===== config.mk =====
export PLATFORM = sky130hd
export DESIGN_NAME = time_keeper
export DESIGN_NICKNAME = d
export VERILOG_FILES = /design/src/rtl/time_keeper.sv
export SDC_FILE = /design/constraint.sdc
export NUM_CORES = 1
export LEC_CHECK = 0
export CAP_MARGIN = 15
export CORE_MARGIN = 4
export CORE_UTILIZATION = 55
export CTS_BUF_LIST = sky130_fd_sc_hd__clkbuf_2 sky130_fd_sc_hd__clkbuf_4 sky130_fd_sc_hd__clkbuf_8
export DETAILED_ROUTE_END_ITERATION = 6
export GPL_TIMING_DRIVEN = 0
export PLACE_DENSITY = 0.8
export SKIP_CTS_REPAIR_TIMING = 1
export SYNTH_ARGS = -nofsm -noshare
export SYNTH_HDL_FRONTEND = slang
export SYNTH_SLANG_ARGS = --single-unit

===== constraint.sdc =====
create_clock -name CLK -period 3 [get_ports CLK]
set_input_delay 0.6 -clock CLK [delete_from_list [all_inputs] [get_ports CLK]]
set_output_delay 0.6 -clock CLK [all_outputs]
set_load 0.01 [all_outputs]

===== src/rtl/time_keeper.sv =====
// Time-of-day keeper: binary hh:mm:ss counted from a clock prescaler, with a
// set mode for manual field adjust, BCD display output, 12/24-hour display
// selection and a blink strobe for the field being adjusted.
module time_keeper #(
  parameter int TICK_DIV  = 100_000_000,
  parameter bit H24       = 1'b1,
  parameter int INIT_H    = 16,
  parameter int INIT_M    = 35,
  parameter int INIT_S    = 30,
  parameter int BLINK_DIV = TICK_DIV / 4
) (
  input  logic        CLK,
  input  logic        RST,
  input  logic        set_mode,
  input  logic        sel_btn,
  input  logic        up_btn,
  input  logic        dwn_btn,
  output logic [23:0] numbers,
  output logic [1:0]  field,
  output logic        pm,
  output logic        blink,
  output logic        sec_pulse
);

  localparam int PW = $clog2(TICK_DIV);
  localparam int BW = (BLINK_DIV > 1) ? $clog2(BLINK_DIV) : 1;
  localparam logic [PW-1:0] PRESC_MAX = PW'(TICK_DIV - 1);
  localparam logic [BW-1:0] BLINK_MAX = BW'(BLINK_DIV - 1);

  typedef enum logic [1:0] {
    F_SEC = 2'd0,
    F_MIN = 2'd1,
    F_HR  = 2'd2
  } field_t;

  logic [4:0]    hours;
  logic [5:0]    minutes;
  logic [5:0]    seconds;
  logic [PW-1:0] presc;
  logic [BW-1:0] blink_cnt;
  logic          blink_q;
  field_t        field_q;
  logic          sel_q, up_q, dwn_q;

  logic sel_press, up_press, dwn_press;
  logic adj_up, adj_dn, adj_press, tick;
  logic [5:0] hour_disp;

  // Step a value by one inside 0..top, wrapping at either end.
  function automatic logic [5:0] wrap_step(input logic [5:0] v,
                                           input logic [5:0] top,
                                           input logic       inc);
    if (inc) return (v == top) ? 6'd0 : v + 6'd1;
    return (v == 6'd0) ? top : v - 6'd1;
  endfunction

  // Two BCD digits (tens, units) of a 0..63 value.
  function automatic logic [7:0] to_bcd(input logic [5:0] v);
    return {4'(v / 6'd10), 4'(v % 6'd10)};
  endfunction

  // A press is a rising edge; up and down together cancel out.
  assign sel_press = sel_btn & ~sel_q;
  assign up_press  = up_btn  & ~up_q;
  assign dwn_press = dwn_btn & ~dwn_q;
  assign adj_up    = set_mode & up_press  & ~dwn_press;
  assign adj_dn    = set_mode & dwn_press & ~up_press;
  assign adj_press = set_mode & (up_press | dwn_press);
  assign tick      = ~set_mode & (presc == PRESC_MAX);

  // Button history registers, updated every cycle regardless of mode.
  always_ff @(posedge CLK) begin
    // NOTE: non-blocking assignments make every register sample pre-edge values.
    if (RST) begin
      sel_q <= 1'b0;
      up_q  <= 1'b0;
      dwn_q <= 1'b0;
    end else begin
      sel_q <= sel_btn;
      up_q  <= up_btn;
      dwn_q <= dwn_btn;
    end
  end

  // Prescaler: counts one second of clocks, frozen at zero in set mode.
  always_ff @(posedge CLK) begin
    if (RST || set_mode) begin
      presc     <= '0;
      sec_pulse <= 1'b0;
    end else if (presc == PRESC_MAX) begin
      presc     <= '0;
      sec_pulse <= 1'b1;
    end else begin
      presc     <= presc + PW'(1);
      sec_pulse <= 1'b0;
    end
  end

  // Time registers: one-second advance with carries, or single-field adjust.
  always_ff @(posedge CLK) begin
    if (RST) begin
      hours   <= 5'(INIT_H);
      minutes <= 6'(INIT_M);
      seconds <= 6'(INIT_S);
    end else if (tick) begin
      if (seconds == 6'd59) begin
        seconds <= 6'd0;
        if (minutes == 6'd59) begin
          minutes <= 6'd0;
          hours   <= (hours == 5'd23) ? 5'd0 : hours + 5'd1;
        end else begin
          minutes <= minutes + 6'd1;
        end
      end else begin
        seconds <= seconds + 6'd1;
      end
    end else if (adj_up || adj_dn) begin
      case (field_q)
        F_SEC:   seconds <= wrap_step(seconds, 6'd59, adj_up);
        F_MIN:   minutes <= wrap_step(minutes, 6'd59, adj_up);
        F_HR:    hours   <= 5'(wrap_step({1'b0, hours}, 6'd23, adj_up));
        default: ;
      endcase
    end
  end

  // Field selector rotates seconds -> minutes -> hours on sel in set mode.
  always_ff @(posedge CLK) begin
    if (RST) begin
      field_q <= F_MIN;
    end else if (set_mode && sel_press) begin
      case (field_q)
        F_SEC:   field_q <= F_MIN;
        F_MIN:   field_q <= F_HR;
        default: field_q <= F_SEC;
      endcase
    end
  end

  // Blink generator: runs only in set mode, restarts visible on any adjust.
  always_ff @(posedge CLK) begin
    if (RST || !set_mode || adj_press) begin
      blink_cnt <= '0;
      blink_q   <= 1'b1;
    end else if (blink_cnt == BLINK_MAX) begin
      blink_cnt <= '0;
      blink_q   <= ~blink_q;
    end else begin
      blink_cnt <= blink_cnt + BW'(1);
    end
  end

  // Hour value as displayed, folded to 1..12 in 12-hour mode.
  always_comb begin
    // NOTE: the default assignment first keeps this block free of latches.
    hour_disp = {1'b0, hours};
    if (!H24) begin
      if (hours == 5'd0)       hour_disp = 6'd12;
      else if (hours > 5'd12)  hour_disp = {1'b0, hours} - 6'd12;
    end
  end

  assign numbers = {to_bcd(hour_disp), to_bcd(minutes), to_bcd(seconds)};
  assign pm      = (hours >= 5'd12);
  assign field   = field_q;
  assign blink   = blink_q | ~set_mode;

endmodule


[Word-level counts from Yosys, hierarchy flattened]
Cells that the tools add are included.
Cells by class
  add/sub/neg operators: 9
  multiply operators: 0
  divide/modulo/power cells: 6
  magnitude comparators: 1
  equal/unequal tests: 9
  shift operators: 0
  multiplexer cells: 40
  bitwise gates (word level): 18
  reductions and logical operators: 19
Operator list (count)
  two-way mux 6 bit: 15
  two-way mux 5 bit: 10
  adder 27 x 1 -> 27 bit (second input constant): 1
  == test 27 bit (second input constant): 1
  adder 25 x 1 -> 25 bit (second input constant): 1
  == test 25 bit (second input constant): 1
  two-way mux 1 bit: 14
  adder 6 x 1 -> 6 bit (second input constant): 2
  divider 6 x 4 -> 6 bit (second input constant): 2
  == test 6 bit (second input constant): 2
  logical NOT 6 bit: 2
  modulo 6 x 4 -> 6 bit (second input constant): 2
  subtractor 6 x 1 -> 6 bit (second input constant): 2
  adder 5 x 1 -> 5 bit (second input constant): 2
  AND 1 bit: 9
  nonzero test 2 bit: 4
  inverter 1 bit: 7
  divider 5 x 4 -> 6 bit (second input constant): 1
  modulo 5 x 4 -> 6 bit (second input constant): 1
  == test 5 bit (second input constant): 1
  greater-or-equal comparator 5 x 4 -> 1 bit (second input constant): 1
  logical NOT 5 bit: 1
  subtractor 5 x 1 -> 5 bit (second input constant): 1
  logical OR 1 bit: 4
  other kinds (12): 15
Word-level totals
  register bits after elaboration: 76
  bits in latches: 0
  bits in writable memories: 0
  bits in read-only memories: 0
  input port bits: 6
  logic and storage cells: 113
  memories kept: 0

[Longest topological paths before layout]
Gate-level depths: netlist (run 1).
  depth in word-level cells: 13
  depth in mapped cells: 9
  mapped depth without buffers: 8

[Worst setup path after synthesis (run 1)]
No wires, ideal clock.
  kind: register to output
  from: register minutes[0]
  to: output numbers[11]
  arrival time: 1769 ps
  data required time: 2400 ps
  path slack: 631 ps
  cell stages (with the launch flop): 6
  cells stage by stage: dfxtp_1 > inv_1 > ha_1 > o41ai_1 > nor2_1 > xor2_1
Between the ends
  longest elaborated chain between the ends: 1
Ends and longest elaborated chain
  from (decl): line 37  | logic [5:0] minutes;
  from (signal assigned): line 103  | minutes <= 6'(INIT_M);
  from (signal assigned): line 112  | minutes <= minutes + 6'd1;
  from (signal assigned): line 120  | F_MIN: minutes <= wrap_step(minutes, 6'd59, adj_up);
  modulo 6 x 4 -> 6 bit: line 59  | return {4'(v / 6'd10), 4'(v % 6'd10)};
  to (decl): line 18  | output logic [23:0] numbers,
Every way passes these cells.

[Worst setup path after layout (run 1)]
  from: register minutes[4]
  to: output numbers[9]
Same word-level chain as after synthesis.

==> impl_metrics.json, run 1 <==
{
  "clock-sinks": 76,
  "insertion_delay_ns": 0.34,
  "ir_worst_vdd_mv": 0.279,
  "ys_seq_elements": 76,
  "gp_congestion": 0.840,
  "die_w_um": 97.7,
  "p_comb_share_pct": 12.6,
  "min_path_type": "reg2reg",
  "pwr-share-seq_pct": 49.9,
  "cts-buffers-inserted": 9,
  "fmax_mhz": 350,
  "relSlewSlack_pct": 34.5,
  "viasPerCell": 5.56,
  "io_pins": 35,
  "cap_violations": 0,
  "routed_wl_um": 9470,
  "grt_pass1_wl_um": 15800,
  "crit_chain": "nor2b_1 -> nor2_1 -> a21boi_0 -> o41ai_4 -> xnor2_1 -> clkdlybuf4s50_1",
  "root_buffer": "clkbuf_8",
  "setup_violations": 0,
  "antenna_found_initial": 0,
  "netlist_area_um2": 4430,
  "hpwl_um": 6670,
  "worstMarginPinSlew_ns": 0.981,
  "most-common-layout-cells": "nor2_1 (85), dfxtp_1 (72), nand2_1 (40), xor2_1 (37), nand3_1 (33)",
  "synthFlopType": "dfxtp_1",
  "vias": 3928,
  "postSynthCellCount": 559,
  "final_common_cell": "nor2_1",
  "row_count": 32,
  "dp.cells": 692,
  "clkTransAtPathRegs_ns": 0.07,
  "antenna_left": 0,
  "clkPwrFrac_pct": 37.5,
  "status": "finished clean",
  "diodes": 0,
  "cellPowerDensity_nw_per_um2": 404,
  "grt_overflow": 0,
  "grt_max_degree": 12,
  "p_leak_nw": 1.96,
  "async_flop_share_pct": 0,
  "critical_path_peak_fanout": 4,
  "areaGrowthSynthToFinish_pct": 16.4,
  "ys_warn_count": 0,
  "cts_tree": "done",
  "wire_per_inst_um": 13.4,
  "avgSynthCellArea_um2": 7.92,
  "start_kind": "register",
  "period_share_pct": 95.3,
  "htreeDepth": 3,
  "switching_power_uw": 504,
  "drt_iter0_markers": 230,
  "ys_types": 61,
  "drc_errors": 0,
  "rsz0062_at_grt": "false",
  "swShare_pct": 24.2,
  "critPathKind": "reg2out",
  "internal_power_mw": 1.58,
  "finalNonFillerCells": 707,
  "post_dp_cell_area_um2": 4850,
  "fin_skew_ns": 0.00612,
  "cp.required_ns": 2.40,
  "grt_usage_pct": 19.5,
  "fin_crit_ns": 2.86,
  "hold_viol_final": 0,
  "synth_edf_count": 0,
  "crit_path_end_kind": "primary output",
  "slowest_stage": "clkdlybuf4s50_1",
  "drive_gt1_share_pct": 8.76,
  "start_util_pct": 57.0,
  "ys_seq_area_share_pct": 34.4,
  "drtPass1Iterations": 5,
  "die_h_um": 97.7,
  "coreArea_um2": 7770,
  "cts_buffer_depth": 2,
  "maxSlewViolCount": 0,
  "arrival_ns": 2.26,
  "stdcell_area_um2": 5150,
  "nets": 625,
  "grt_pass1_vias": 3648,
  "portBuffers": 28,
  "dieArea_um2": 9550,
  "cpPeakStageDelay_ns": 0.55
}
==> cells in the mapped netlist, types with 3 or more instances <==
master	number	area, µm²
nand2b_1	10	62.6
or3_1	4	25.0
nor2_1	85	319
nor3b_1	4	30.0
nand4_1	19	119
a211o_1	4	35.0
and4_1	3	26.3
ha_1	17	213
a211oi_1	3	22.5
xor2_1	37	324
mux2i_1	5	50.1
xnor2_1	33	289
a22o_1	3	26.3
and3_1	13	81.3
buf_2	4	20.0
o31ai_1	3	22.5
nor4_1	3	18.8
nand2_1	40	150
a31oi_1	3	18.8
nor3_1	16	80.1
nor2b_1	12	75.1
buf_4	8	60.1
dfxtp_1	76	1520
inv_1	22	82.6
nand3_1	33	165
o21ai_0	18	90.1
a21oi_1	20	100
clkbuf_1	23	86.3
==> flip-flops by register name, summed over array words and instances (netlist names), 2 cells and up <==
register	cells
presc	27
seconds	6
field	2
hours	5
blink_cnt	25
minutes	6
==> stage by stage <==
stage / total power [mW] / TNS (ns) / hold slack [ns] / utilization, % / worst slack [ns]
floorplan: 1.22 / 0 / 0.426 / - / 0.631
global placement: 1.30 / -0.0366 / 0.441 / 62.4 / -0.0282
detailed placement: 1.31 / -0.119 / 0.458 / 62.4 / -0.0823
CTS: 2.09 / -2.95 / 0.474 / 64.9 / -0.480
global route: 2.17 / 0 / 0.516 / 66.3 / 0.0157
finish: 2.08 / 0 / 0.475 / 66.3 / 0.140
==> critical path, delay by kind of cell, from the launching register on <==
family          cells  cell delay, ns
buf+inv             1            0.55
compound gates      2            0.49
flops               1            0.38
simple gates        2            0.34
xor+xnor            1            0.15
==> final cells by class <==
| type | count | area [µm²] |
|---|---|---|
| plain buffers | 34 | 194 |
| repair buffers | 30 | 313 |
| clock inverters | 2 | 35.0 |
| flip-flops and latches | 76 | 1530 |
| well taps | 102 | 128 |
| clock buffers | 12 | 159 |
| inverters | 22 | 82.6 |
| multi-input cells | 429 | 2720 |
| fillers | 662 | 2610 |
==> routing by layer <==
layer	vias to the layer above	global-route usage [%]	share of wire (%)	wire length [µm]
met5	-	0	0	0
met4	0	8.73	1.3	125
li1	1995	-	-	-
met2	105	33.5	49	4620
met1	1812	24.1	45	4260
met3	16	3.14	5.0	469
==> logic make-up (layout without fill, tap and decap cells) <==
group,Yosys count,count (layout),synth area share (%)
xor+xnor,70,70,13.8
simple gates,254,254,28.3
compound gates,78,78,11.6
flops,76,76,34.4
mux,6,6,1.38
buf+inv,57,100,5.62
fa+ha+maj,17,17,4.80
other cells,1,4,0.0847
==> worst paths after layout <==
check / to / depth (start not counted) / slack [ns] / from
max: numbers[9] / 6 / 0.14 / minutes[4]
min: blink_cnt[0] / 1 / 0.48 / blink_cnt[0]
max reg2reg: minutes[4] / 8 / 0.37 / presc[0]
min reg2reg: blink_cnt[0] / 1 / 0.48 / blink_cnt[0]
==> power groups by stage <==
stage                     Combinational [mW]  Clock, mW  Sequential [mW]
after floorplan                        0.162          0             1.06
after global placement                 0.244          0             1.06
after detailed placement               0.250          0             1.06
after CTS                              0.250      0.801             1.04
after global routing                   0.285      0.842             1.04
final                                  0.262      0.780             1.04
(Power assumes the default switching activity.)
==> inputs of run 2 (changes only) <==
==> config.mk (replaced) <==
export PLATFORM = sky130hd
export DESIGN_NAME = time_keeper
export DESIGN_NICKNAME = d
export VERILOG_FILES = /design/src/rtl/time_keeper.sv
export SDC_FILE = /design/constraint.sdc
export NUM_CORES = 1
export LEC_CHECK = 0
export CORE_MARGIN = 4
export CORE_UTILIZATION = 60
export CTS_BUF_LIST = sky130_fd_sc_hd__clkbuf_2 sky130_fd_sc_hd__clkbuf_4 sky130_fd_sc_hd__clkbuf_8
export DETAILED_ROUTE_END_ITERATION = 6
export GPL_TIMING_DRIVEN = 0
export PLACE_DENSITY = 0.86
export SYNTH_ARGS = -nofsm -noshare
export SYNTH_HDL_FRONTEND = slang
export SYNTH_SLANG_ARGS = --single-unit
==> run 2 against run 1 <==
  * First-iteration DRC count rose by 0.43%
  * Wire length rose by 3.9%
  * Utilization rose by 4.6 points
  * Sequential share of layout area rose by 0.21 points
  * Worst setup slack worse by 0.0018 ns
  * Register-to-register slack got worse by 0.05 ns
==> impl_metrics.json, run 2 (synthesized netlist as in run 1, its figures left out) <==
{
  "grt_pass1_vias": 3852,
  "status": "finished clean",
  "critPathKind": "reg2out",
  "vias": 3992,
  "crit_path_end_kind": "primary output",
  "areaGrowthSynthToFinish_pct": 15.6,
  "largest_register_ffs": 27,
  "ir_worst_vdd_mv": 0.499,
  "rr_endpoint": "minutes[2]",
  "grt_overflow": 0,
  "insertion_delay_ns": 0.34,
  "antenna_left": 0,
  "coreArea_um2": 7210,
  "fmax_mhz": 349,
  "die_w_um": 93.9,
  "grt_usage_pct": 23.5,
  "cts-buffers-inserted": 9,
  "viasPerCell": 5.63,
  "cellPowerDensity_nw_per_um2": 394,
  "period_share_pct": 95.4,
  "drc_errors": 0,
  "grt_max_degree": 13,
  "portBuffers": 28,
  "regMostFlops": "presc",
  "wire_per_inst_um": 13.9,
  "clock-sinks": 76,
  "row_count": 31,
  "hpwl_um": 6960,
  "drt_iter0_markers": 231,
  "antenna_found_initial": 0,
  "relSlewSlack_pct": 32.1,
  "critical_path_peak_fanout": 8,
  "finalNonFillerCells": 709,
  "rr_worst_depth": 8,
  "drtPass1Iterations": 6,
  "most-common-layout-cells": "nor2_1 (85), dfxtp_1 (73), nand2_1 (40), xor2_1 (37), nand3_1 (33)",
  "gp_congestion": 0.878,
  "fin_skew_ns": 0.00871,
  "die_h_um": 93.9,
  "whs_path_depth": 1,
  "fin_crit_ns": 2.86,
  "holdPathEnd": "blink_cnt[0]",
  "min_path_type": "reg2reg",
  "io_pins": 35,
  "start_util_pct": 61.4,
  "largest_registers": "presc x27, blink_cnt x25",
  "routed_wl_um": 9840,
  "r2r-start": "presc[0]",
  "cts_buffer_depth": 2,
  "hold_ws_ns": 0.468,
  "multi_input_area_um2": 2710,
  "worstMarginPinSlew_ns": 1.02,
  "rsz0062_at_grt": "false",
  "n_fill_cell": 598,
  "hold_start": "blink_cnt[0]",
  "dp.cells": 689,
  "maxSlewViolCount": 0,
  "reg2reg_setup_slack_ns": 0.32,
  "drive_gt1_share_pct": 8.52,
  "final_common_cell": "nor2_1",
  "arrival_ns": 2.26,
  "fin_util_pct": 71.0,
  "diodes": 0,
  "cp.required_ns": 2.40,
  "setup_violations": 0,
  "grt_pass1_wl_um": 17000,
  "cts_tree": "done",
  "regArea_um2": 1530,
  "clkTransAtPathRegs_ns": 0.08,
  "start_kind": "register",
  "root_buffer": "clkbuf_8",
  "p_leak_nw": 1.91,
  "htreeDepth": 3,
  "dieArea_um2": 8820,
  "hold_viol_final": 0,
  "nets": 628,
  "cap_violations": 0
}
## run 2: cell count changes in the layout (fill, tap and decap cells not counted), sizes merged
cell	before	now
bufinv	1	0
clkinv	1	4
buf	17	18
clkbuf	31	33
dlygate4sd2	0	3
clkdlybuf4s15	0	1
dlymetal6s2s	7	3
## run 2: critical path, cell delays in order, from the launching register on
cell and delay (ns):
dfxtp_1 0.48, ha_1 0.22, nor3_1 0.05, o21ai_0 0.21
a22oi_2 0.12, buf_4 0.16, buf_4 0.11, inv_1 0.04
clkdlybuf4s50_1 0.53
## run 2: power by group
part / internal, mW / leakage [nW] / total [mW] / switching (mW)
combinational: 0.118 / 1.19 / 0.258 / 0.140
sequential: 1.02 / 0.615 / 1.04 / 0.0165
clock: 0.352 / 0.0995 / 0.724 / 0.372
total: 1.49 / 1.91 / 2.02 / 0.528
## run 2: repair_timing
action,4_1_cts,5_1_grt
gates resized for setup,18,11
cloned,0,0
hold endpoints to repair,0,0
hold buffers,0,0
setup endpoints to repair,11,9
pin swaps,1,3
setup buffers,1,4
## run 2: through the flow
stage               power [mW]  cell area, µm²  worst slack [ns]  setup TNS (ns)
finish                    2.02            5120             0.138               0
global placement          1.30            4840           -0.0273         -0.0277
global route              2.10            5120           0.00210               0
floorplan                 1.22            4440             0.631               0
detailed placement        1.31            4840           -0.0889          -0.173
CTS                       2.02            5080            0.0311               0
## run 2: final cells by class
cell class / count / area share [%]
plain buffers: 34 / 3.44
clock buffers: 12 / 3.10
clock inverters: 4 / 0.464
inverters: 22 / 1.61
multi-input cells: 429 / 52.8
flip-flops and latches: 76 / 29.8
well taps: 99 / 2.42
repair buffers: 33 / 6.28
## run 2: layer usage
| layer | up-vias | share of wire (%) | global-route usage, % |
|---|---|---|---|
| met5 | - | 0 | 0 |
| met4 | 0 | 1.3 | 9.27 |
| met3 | 14 | 3.9 | 3.04 |
| met2 | 91 | 50 | 40.7 |
| met1 | 1883 | 44 | 29.5 |
| li1 | 2004 | - | - |
## run 2: how the worst max path moves through the flow
stage | start | to | depth (start not counted) | slack [ns]
3_3_place_gp | minutes[0] | numbers[11] | 6 | -0.03
6_report | hours[1] | numbers[20] | 8 | 0.14
2_1_floorplan | minutes[0] | numbers[11] | 5 | 0.63
4_1_cts | hours[0] | numbers[19] | 8 | 0.03
5_1_grt | seconds[3] | numbers[3] | 10 | 0.002
3_5_place_dp | minutes[0] | numbers[11] | 6 | -0.09
